===== src/rtl/usb_tx_pkg.sv =====
// Shared definitions for the USB transmit path: CRC16 constants and the
// serializer state encoding.
package usb_tx_pkg;

  localparam logic [15:0] USB_CRC16_POLY     = 16'h8005;
  localparam logic [15:0] USB_CRC16_INIT     = 16'hFFFF;
  localparam logic [15:0] USB_CRC16_RESIDUAL = 16'h800D;

  typedef enum logic [1:0] {
    IDLE = 2'd0,
    DATA = 2'd1,
    CRC  = 2'd2
  } tx_crc_state_t;

endpackage


===== src/rtl/crc_16bit_gen_if.sv =====
// Byte-wide valid/ready payload channel from the packet builder into the
// CRC16 generator/serializer.
interface crc_16bit_gen_if;
  logic [7:0] in_data;
  logic       in_valid;
  logic       in_last;
  logic       in_ready;

  modport master (output in_data, in_valid, in_last, input in_ready);
  modport slave  (input in_data, in_valid, in_last, output in_ready);
endinterface


===== src/rtl/crc16_lfsr.sv =====
// Serial CRC16 register, MSB-first form. Either folds one data bit into the
// remainder or shifts the remainder out without feedback.
module crc16_lfsr
  import usb_tx_pkg::*;
#(
  parameter logic [15:0] POLY = USB_CRC16_POLY,
  parameter logic [15:0] INIT = USB_CRC16_INIT
) (
  input  logic        clk,
  input  logic        rst,
  input  logic        init,
  input  logic        update,
  input  logic        shift_only,
  input  logic        din,
  output logic [15:0] crc
);

  // NOTE: sequential state uses non-blocking assignments so every register
  // samples pre-edge values, regardless of block ordering.
  always_ff @(posedge clk) begin
    if (rst || init) begin
      crc <= INIT;
    end else if (update) begin
      crc <= {crc[14:0], 1'b0} ^ ((crc[15] ^ din) ? POLY : 16'h0000);
    end else if (shift_only) begin
      crc <= {crc[14:0], 1'b0};
    end
  end

endmodule


===== src/rtl/crc_16bit_gen.sv =====
// USB CRC16 transmit generator: serializes payload bytes LSB-first on each
// shift_en strobe, then appends the complemented CRC16 high bit first.
module crc_16bit_gen
  import usb_tx_pkg::*;
#(
  parameter logic [15:0] POLY = USB_CRC16_POLY,
  parameter logic [15:0] INIT = USB_CRC16_INIT
) (
  input  logic           clk,
  input  logic           rst,
  input  logic           clear,
  input  logic           shift_en,
  input  logic           zlp,
  crc_16bit_gen_if.slave bus,
  output logic           serial_out,
  output logic           bit_valid,
  output logic           busy,
  output logic           done,
  output logic           underrun
);

  tx_crc_state_t state;
  logic [7:0]    hold_data;
  logic          hold_full;
  logic          hold_last;
  logic [7:0]    sh;
  logic          sh_last;
  logic [2:0]    cnt;
  logic [3:0]    crc_cnt;
  logic [15:0]   crc;
  logic          ready;

  logic accept, byte_end, crc_end, start_zlp, dropped;
  logic lfsr_init, lfsr_update, lfsr_shift;

  assign accept    = bus.in_valid && ready;
  assign byte_end  = (state == DATA) && shift_en && (cnt == 3'd7);
  assign crc_end   = (state == CRC) && shift_en && (crc_cnt == 4'hF);
  assign start_zlp = (state == IDLE) && zlp && !accept;
  assign dropped   = byte_end && !hold_full && !accept && !sh_last;

  assign lfsr_init   = clear || start_zlp || dropped || crc_end;
  assign lfsr_update = !clear && (state == DATA) && shift_en;
  assign lfsr_shift  = !clear && (state == CRC) && shift_en;

  crc16_lfsr #(.POLY(POLY), .INIT(INIT)) u_lfsr (
    .clk        (clk),
    .rst        (rst),
    .init       (lfsr_init),
    .update     (lfsr_update),
    .shift_only (lfsr_shift),
    .din        (sh[0]),
    .crc        (crc)
  );

  // Once the final byte sits in the shifter, nothing more is taken until IDLE.
  // NOTE: every output of a combinational block gets a default first, so no
  // path can leave it unassigned and infer a latch.
  always_comb begin
    ready      = 1'b0;
    serial_out = 1'b0;
    bit_valid  = 1'b0;
    unique case (state)
      IDLE: ready = 1'b1;
      DATA: begin
        ready      = !hold_full && !sh_last;
        serial_out = sh[0];
        bit_valid  = 1'b1;
      end
      CRC: begin
        serial_out = ~crc[15];
        bit_valid  = 1'b1;
      end
      default: ;
    endcase
  end

  assign bus.in_ready = ready;
  assign busy         = (state != IDLE);

  always_ff @(posedge clk) begin
    done     <= 1'b0;
    underrun <= 1'b0;
    if (rst || clear) begin
      state     <= IDLE;
      hold_data <= 8'h00;
      hold_full <= 1'b0;
      hold_last <= 1'b0;
      sh        <= 8'h00;
      sh_last   <= 1'b0;
      cnt       <= 3'd0;
      crc_cnt   <= 4'd0;
    end else begin
      unique case (state)
        IDLE: begin
          if (accept) begin
            sh      <= bus.in_data;
            sh_last <= bus.in_last;
            cnt     <= 3'd0;
            state   <= DATA;
          end else if (zlp) begin
            crc_cnt <= 4'd0;
            state   <= CRC;
          end
        end
        DATA: begin
          if (byte_end) begin
            cnt <= 3'd0;
            if (hold_full) begin
              sh        <= hold_data;
              sh_last   <= hold_last;
              hold_full <= 1'b0;
            end else if (accept) begin
              // A byte arriving exactly at the boundary goes straight in.
              sh      <= bus.in_data;
              sh_last <= bus.in_last;
            end else if (sh_last) begin
              crc_cnt <= 4'd0;
              state   <= CRC;
            end else begin
              underrun <= 1'b1;
              state    <= IDLE;
            end
          end else begin
            if (shift_en) begin
              sh  <= sh >> 1;
              cnt <= cnt + 3'd1;
            end
            if (accept) begin
              hold_data <= bus.in_data;
              hold_last <= bus.in_last;
              hold_full <= 1'b1;
            end
          end
        end
        CRC: begin
          if (shift_en) begin
            crc_cnt <= crc_cnt + 4'd1;
            if (crc_cnt == 4'hF) begin
              done  <= 1'b1;
              state <= IDLE;
            end
          end
        end
        default: state <= IDLE;
      endcase
    end
  end

endmodule


===== src/flat_wrapper.sv =====
// flat-port wrapper written by rule: the top's interface ports become plain ports
module crc_16bit_gen_flat import usb_tx_pkg::*;
#(
  parameter logic [15:0] POLY = USB_CRC16_POLY,
  parameter logic [15:0] INIT = USB_CRC16_INIT
)
  (clk, rst, clear, shift_en, zlp, serial_out, bit_valid, busy, done, underrun, bus_in_data, bus_in_valid, bus_in_last, bus_in_ready);
  crc_16bit_gen_if bus_i ();
  input  logic clk;
  input  logic rst;
  input  logic clear;
  input  logic shift_en;
  input  logic zlp;
  output logic serial_out;
  output logic bit_valid;
  output logic busy;
  output logic done;
  output logic underrun;
  input wire logic [$bits(bus_i.in_data)-1:0] bus_in_data;
  input wire logic [$bits(bus_i.in_valid)-1:0] bus_in_valid;
  input wire logic [$bits(bus_i.in_last)-1:0] bus_in_last;
  output wire logic [$bits(bus_i.in_ready)-1:0] bus_in_ready;
  assign bus_i.in_data = bus_in_data;
  assign bus_i.in_valid = bus_in_valid;
  assign bus_i.in_last = bus_in_last;
  assign bus_in_ready = bus_i.in_ready;
  crc_16bit_gen #(.POLY(POLY), .INIT(INIT)) u_core (.clk(clk), .rst(rst), .clear(clear), .shift_en(shift_en), .zlp(zlp), .bus(bus_i), .serial_out(serial_out), .bit_valid(bit_valid), .busy(busy), .done(done), .underrun(underrun));
endmodule

===== config.mk =====
export PLATFORM = sky130hd
export DESIGN_NAME = crc_16bit_gen_flat
export DESIGN_NICKNAME = d
export VERILOG_FILES = /design/src/rtl/usb_tx_pkg.sv /design/src/rtl/crc_16bit_gen_if.sv /design/src/rtl/crc16_lfsr.sv /design/src/rtl/crc_16bit_gen.sv /design/src/flat_wrapper.sv
export SDC_FILE = /design/constraint.sdc
export NUM_CORES = 1
export LEC_CHECK = 0
export ABC_AREA = 1
export BUFFER_PORTS_ARGS = -buffer_cell sky130_fd_sc_hd__buf_2
export CAP_MARGIN = 20
export CORE_UTILIZATION = 44
export DETAILED_ROUTE_END_ITERATION = 16
export GPL_TIMING_DRIVEN = 0
export SLEW_MARGIN = 0
export SYNTH_ARGS = -nofsm -noshare
export SYNTH_HDL_FRONTEND = slang
export SYNTH_SLANG_ARGS = --single-unit

===== constraint.sdc =====
create_clock -name clk -period 2.31 [get_ports clk]
set_input_delay 0.3465 -clock clk [delete_from_list [all_inputs] [get_ports clk]]
set_output_delay 0.3465 -clock clk [all_outputs]
set_load 0.05 [all_outputs]

* Word-level counts from Yosys, hierarchy flattened
Index checks and enable logic that the tools add are counted.
** Word-level totals
- Word-level logic and storage cells :: 115
- Flip-flop bits (word level) :: 46
- Input port bits :: 15
** Operators by class
- Add/sub/neg operators :: 2
- Bitwise operators :: 7
- Equal/unequal tests :: 15
- Reduce and logical (&&, ||, !) cells :: 40
- Muxes and demuxes :: 40
** Operators by type and width (count)
- 2-to-1 mux 16 bit :: 3
- 2-to-1 mux 8 bit :: 4
- 2-to-1 mux 4 bit :: 7
- 2-to-1 mux 2 bit :: 8
- one-hot mux 8 bit (2 select lines) :: 1
- bitwise XOR 16 bit :: 1
- logical AND 1 bit :: 15
- inequality test 2 bit (second input constant) :: 6
- one-hot mux 4 bit (3 select lines) :: 1
- 2-to-1 mux 3 bit :: 3
- 2-to-1 mux 1 bit :: 8
- AND reduction 8 bit :: 1
- nonzero test 2 bit :: 4
- inequality test 2 x 1 -> 1 bit (second input constant) :: 3
- inequality test 3 x 2 -> 1 bit (second input constant) :: 2
- one-hot mux 1 bit (2 select lines) :: 3
- one-hot mux 2 bit (3 select lines) :: 1
- one-hot mux 3 bit (2 select lines) :: 1
- AND reduction 2 bit :: 3
- AND reduction 3 bit :: 2
- AND reduction 6 bit :: 1
- logical OR 1 bit :: 5
- NOT 1 bit :: 5
- OR reduction 5 bit :: 1
- other kinds (12) :: 15

* Longest topological paths before layout
- Word-level depth :: 10
- Mapped depth :: 13
- Mapped depth without buffers :: 11

* Hierarchy
From an unflattened synthesis, not the netlist that was laid out.
** Second synthesis, totals
- Cell total of the unflattened synthesis :: 344
- Area total of the unflattened synthesis :: 2412.3 sq um
** By module, submodules not included
- crc_16bit_gen :: cells an instance 262, area an instance 1795.5 sq um, times used 1
- crc16_lfsr :: cells an instance 82, area an instance 616.8 sq um, times used 1

* Worst setup path after synthesis
Ideal clock, no wire load.
- Kind :: flip-flop to output port
- Start :: register u_core.state[0]
- End :: output serial_out
- Setup slack :: -0.271 ns
- Buffers on the path :: 0
- Cell stages (with the launch flop) :: 4
- Arrival time :: 2.234 ns
- Required time :: 1.964 ns
- Cell sequence :: dfxtp_1 -> inv_1 -> ha_1 -> a21boi_0
** On the way
- Longest elaborated chain between the ends :: 2
- Elaborated cells on any way between the ends :: 3
- Those cells by class :: eq/ne: 2; mux: 1
** Ends and longest elaborated chain
- start: declaration :: RTL line crc_16bit_gen.sv:22 : tx_crc_state_t state;
- start signal: assignment :: RTL line crc_16bit_gen.sv:85 : state <= IDLE;
- start signal: assignment :: RTL line crc_16bit_gen.sv:100 : state <= DATA;
- start signal: assignment :: RTL line crc_16bit_gen.sv:103 : state <= CRC;
- equality test 2 bit or equality test 2 x 1 -> 1 bit (tied branches) :: RTL line crc_16bit_gen.sv:63 : unique case (state)
- one-hot mux 1 bit (2 select lines) * :: RTL line crc_16bit_gen.sv:63
- end: declaration :: RTL line flat_wrapper.sv:14 : output logic serial_out;
Every way passes the cells marked *; elsewhere a longest branch is shown, timed or not.

* Worst setup path in the final report
- Start :: register u_core.state[1]
- End :: output bus_in_ready
** On the way
- Longest elaborated chain between the ends :: 2
- Elaborated cells on any way between the ends :: 3
- Those cells by class :: eq/ne: 1; mux: 1; reduce/logical: 1
** Ends and longest elaborated chain
- equality test 2 x 1 -> 1 bit or zero test 2 bit (tied branches) :: RTL line crc_16bit_gen.sv:63
- one-hot mux 1 bit (2 select lines) * :: RTL line crc_16bit_gen.sv:63
- end: declaration :: RTL line flat_wrapper.sv:22 : output wire logic [$bits(bus_i.in_ready)-1:0] bus_in_ready;
Marks and branches as above.

==> results.py <==
metrics = {
    "status": {
        "status": "completed",
    },
    "timing": {
        "max_slew_margin_pct": 52.7,
        "hold_ws_ns": 0.306,
        "setup_viol_count_final": 0,
        "fin_crit_sh_pct": 88.2,
        "finalHoldViolations": 0,
        "slew_violations": 0,
        "max_freq_mhz": 491,
        "skew_ns": 0.00592,
        "rsz0062_at_grt": "false",
        "tightest_slew_ns": 0.704,
        "setup_ws_ns": 0.272,
        "finalSetupTns_ns": 0,
        "period_needed_ns": 2.04,
    },
    "detailed_routing": {
        "via_count": 2186,
        "ant_nets": 0,
        "viasPerCell": 5.00,
        "postRouteWirelength_um": 5520,
        "first_iter_violations": 136,
        "drc": 0,
        "dr.pass1.iters": 4,
        "wl_per_cell_um": 12.6,
    },
    "global_route": {
        "track_usage_pct": 20.5,
        "grt_pass1_wl_um": 9580,
        "antenna_found_initial": 0,
        "first_global_vias": 2029,
        "grt-ovfl-total": 0,
        "grt_start_max_net_pins": 16,
    },
    "die": {
        "fp.coreArea_sq_um": 5240,
        "dieArea_sq_um": 5840,
        "die_h_um": 76.4,
        "rows": 26,
        "ioPinCount": 21,
        "die_w_um": 76.4,
        "start_util_pct": 46.6,
    },
    "yosys": {
        "synthesis.area_sq_um": 2440,
        "synth_edf_count": 0,
        "synth_area_leaders": "dfxtp_1, nand2_1, nor2_1",
        "avgSynthCellArea_sq_um": 7.19,
        "synth_top_area_cell": "dfxtp_1",
        "synth-seq-area-share_pct": 37.8,
        "synthFlopType": "dfxtp_1",
        "synth_seq_cells": 46,
        "netlist.area_leader.share_pct": 37.8,
        "syn-num-nets": 363,
        "synth.distinct_cells": 31,
        "syn_inst": 339,
        "yosys_warnings": 0,
        "synthArstFlopShare_pct": 0,
    },
    "cts": {
        "clk_latency_ns": 0.30,
        "cts_buffers": 5,
        "cts_root_buf": "clkbuf_8",
        "cts_resized": 0,
        "cts_tree": "yes",
        "hold_buffers": 0,
        "cts.path.max_buffers": 2,
        "htreeDepth": 2,
        "clock-sinks": 46,
        "post_cts_buffers": 0,
        "cts.clk_slew.worst_paths_ns": 0.09,
    },
    "hold_path": {
        "hp-start": "bus_in_data[3]",
        "holdPathStages": 3,
        "hp-class": "in -> reg",
        "min_to": "u_core.hold_data[3]",
    },
    "pwr": {
        "internal_power_mw": 1.59,
        "power_frac_seq_pct": 33.2,
        "power.density_nw_per_um2": 1020,
        "total_leakage_power_nw": 1.17,
        "ir_drop_v": 0.000702,
        "comb_power_share_pct": 45.1,
        "clkPwrFrac_pct": 21.7,
        "p_switching_mw": 1.20,
        "power_mw": 2.79,
        "switching_share_pct": 43.0,
    },
    "setup_path": {
        "critPathKind": "reg -> out",
        "r2r_start": "u_core.state[1]",
        "critPathCaptureType": "output pin",
        "ff2ff_setup_slack_ns": 0.32,
        "cp_max_fo": 10,
        "crit_path_start_kind": "register",
        "crit_arrival_ns": 1.69,
        "critPathRequiredTime_ns": 1.96,
        "reg2reg_depth": 8,
        "cp-startpoint": "u_core.state[1]",
        "r2r_end": "u_core.sh[0]",
    },
    "placed_design": {
        "io_buffers": 20,
        "pre_cts_ws_ns": 0.0678,
        "post-dp-hpwl_um": 4030,
        "dpl-instance-area_sq_um": 2630,
        "place_congestion": 0.800,
        "placed_cells": 429,
    },
    "cells_and_area": {
        "syn2layout_area_growth_pct": 12.5,
        "final_cell_area_sq_um": 2740,
        "nFillCells": 541,
        "antennaDiodeCount": 0,
        "drive_gt1_share_pct": 17.2,
        "final_cells": 437,
        "fin_util_pct": 52.4,
        "nets": 390,
    },
    "job": {
        "cap_violations": 0,
    },
}
metal layers:
layer  wire length, um  up-vias  part of all wire, %  GRT usage, %
met5                 0        -                    0             0
met4                38        0                 0.69          6.35
met3               295        5                  5.3          4.79
met2              2440       47                   44          31.2
met1              2750      968                   50          28.5
li1                  -     1166                    -             -
cell usage after synthesis (2+ instances only):
cell type / number
nand3_1: 17
inv_1: 32
nor2_4: 2
nor3_1: 4
nand2_1: 87
buf_2: 2
ha_1: 9
nor2_1: 34
dfxtp_1: 46
nand2_2: 2
buf_4: 2
or2_2: 3
nand3_2: 12
clkbuf_1: 5
o21ai_0: 20
a21oi_2: 2
nor2_2: 2
nand4_1: 7
inv_2: 2
o211ai_1: 8
a211oi_1: 7
a21oi_1: 25
state kept, by name (all words and copies together) (netlist names):
signal and cells:
u_core.u_lfsr.crc 16, u_core.hold_data 8, u_core.sh 8, u_core.crc_cnt 4
u_core.cnt 3, u_core.state 2, u_core.done 1, u_core.hold_full 1
u_core.hold_last 1, u_core.sh_last 1, u_core.underrun 1
cell families (layout without fill, tap and decap cells):
group                      after synthesis  count (layout)  share of synthesized area, %
adders and majority gates                9               9                          4.62
and+or+nand+nor                        173             173                          33.9
DFF                                     46              46                          37.8
AOI/OAI and AO/OA                       65              65                          15.4
buffers and inverters                   46              74                          8.26
cell type report:
cell class	count	area (sq um)	area share (%)
inverters	35	131	4.79
repair buffers	20	100	3.65
well taps	70	87.6	3.19
multi-input cells	247	1320	48.1
flip-flops and latches	46	921	33.6
plain buffers	11	70.1	2.55
clock inverters	3	45.0	1.64
clock buffers	5	68.8	2.51
how the worst max path moves through the flow:
stage | endpoint
after floorplan | serial_out
after global placement | u_core.sh[0]
after detailed placement | u_core.sh[0]
after CTS | u_core.sh[0]
after global routing | u_core.state[0]
final | bus_in_ready
placed cells by master (no fill, tap or decap), types with 4 or more instances in the layout:
cell / netlist / routed
nand2_1: 87 / 87
dfxtp_1: 46 / 46
nor2_1: 34 / 33
inv_1: 32 / 32
a21oi_1: 25 / 25
buf_2: 2 / 22
o21ai_0: 20 / 20
nand3_1: 17 / 17
nand3_2: 12 / 12
ha_1: 9 / 9
o211ai_1: 8 / 8
nand4_1: 7 / 7
a211oi_1: 7 / 7
clkbuf_1: 5 / 5
clkbuf_8: 0 / 5
nor3_1: 4 / 4
worst max-delay path: stages (launching register included):
cell and delay, ns:
dfxtp_1 0.35, inv_1 0.13, ha_1 0.16, buf_4 0.16, nand2_1 0.08, nor2_1 0.10, nor2_1 0.05, nor2_1 0.10
buf_2 0.27
power by group through the flow:
stage               clock network (mW)  logic (mW)  registers [mW]
floorplan                            0       0.995           0.931
detailed placement                   0        1.25           0.945
CTS                              0.629        1.25           0.926
finish                           0.604        1.26           0.927
global placement                     0        1.25           0.943
global route                     0.657        1.41           0.938
Note: power is estimated with default switching activity, not from simulation.
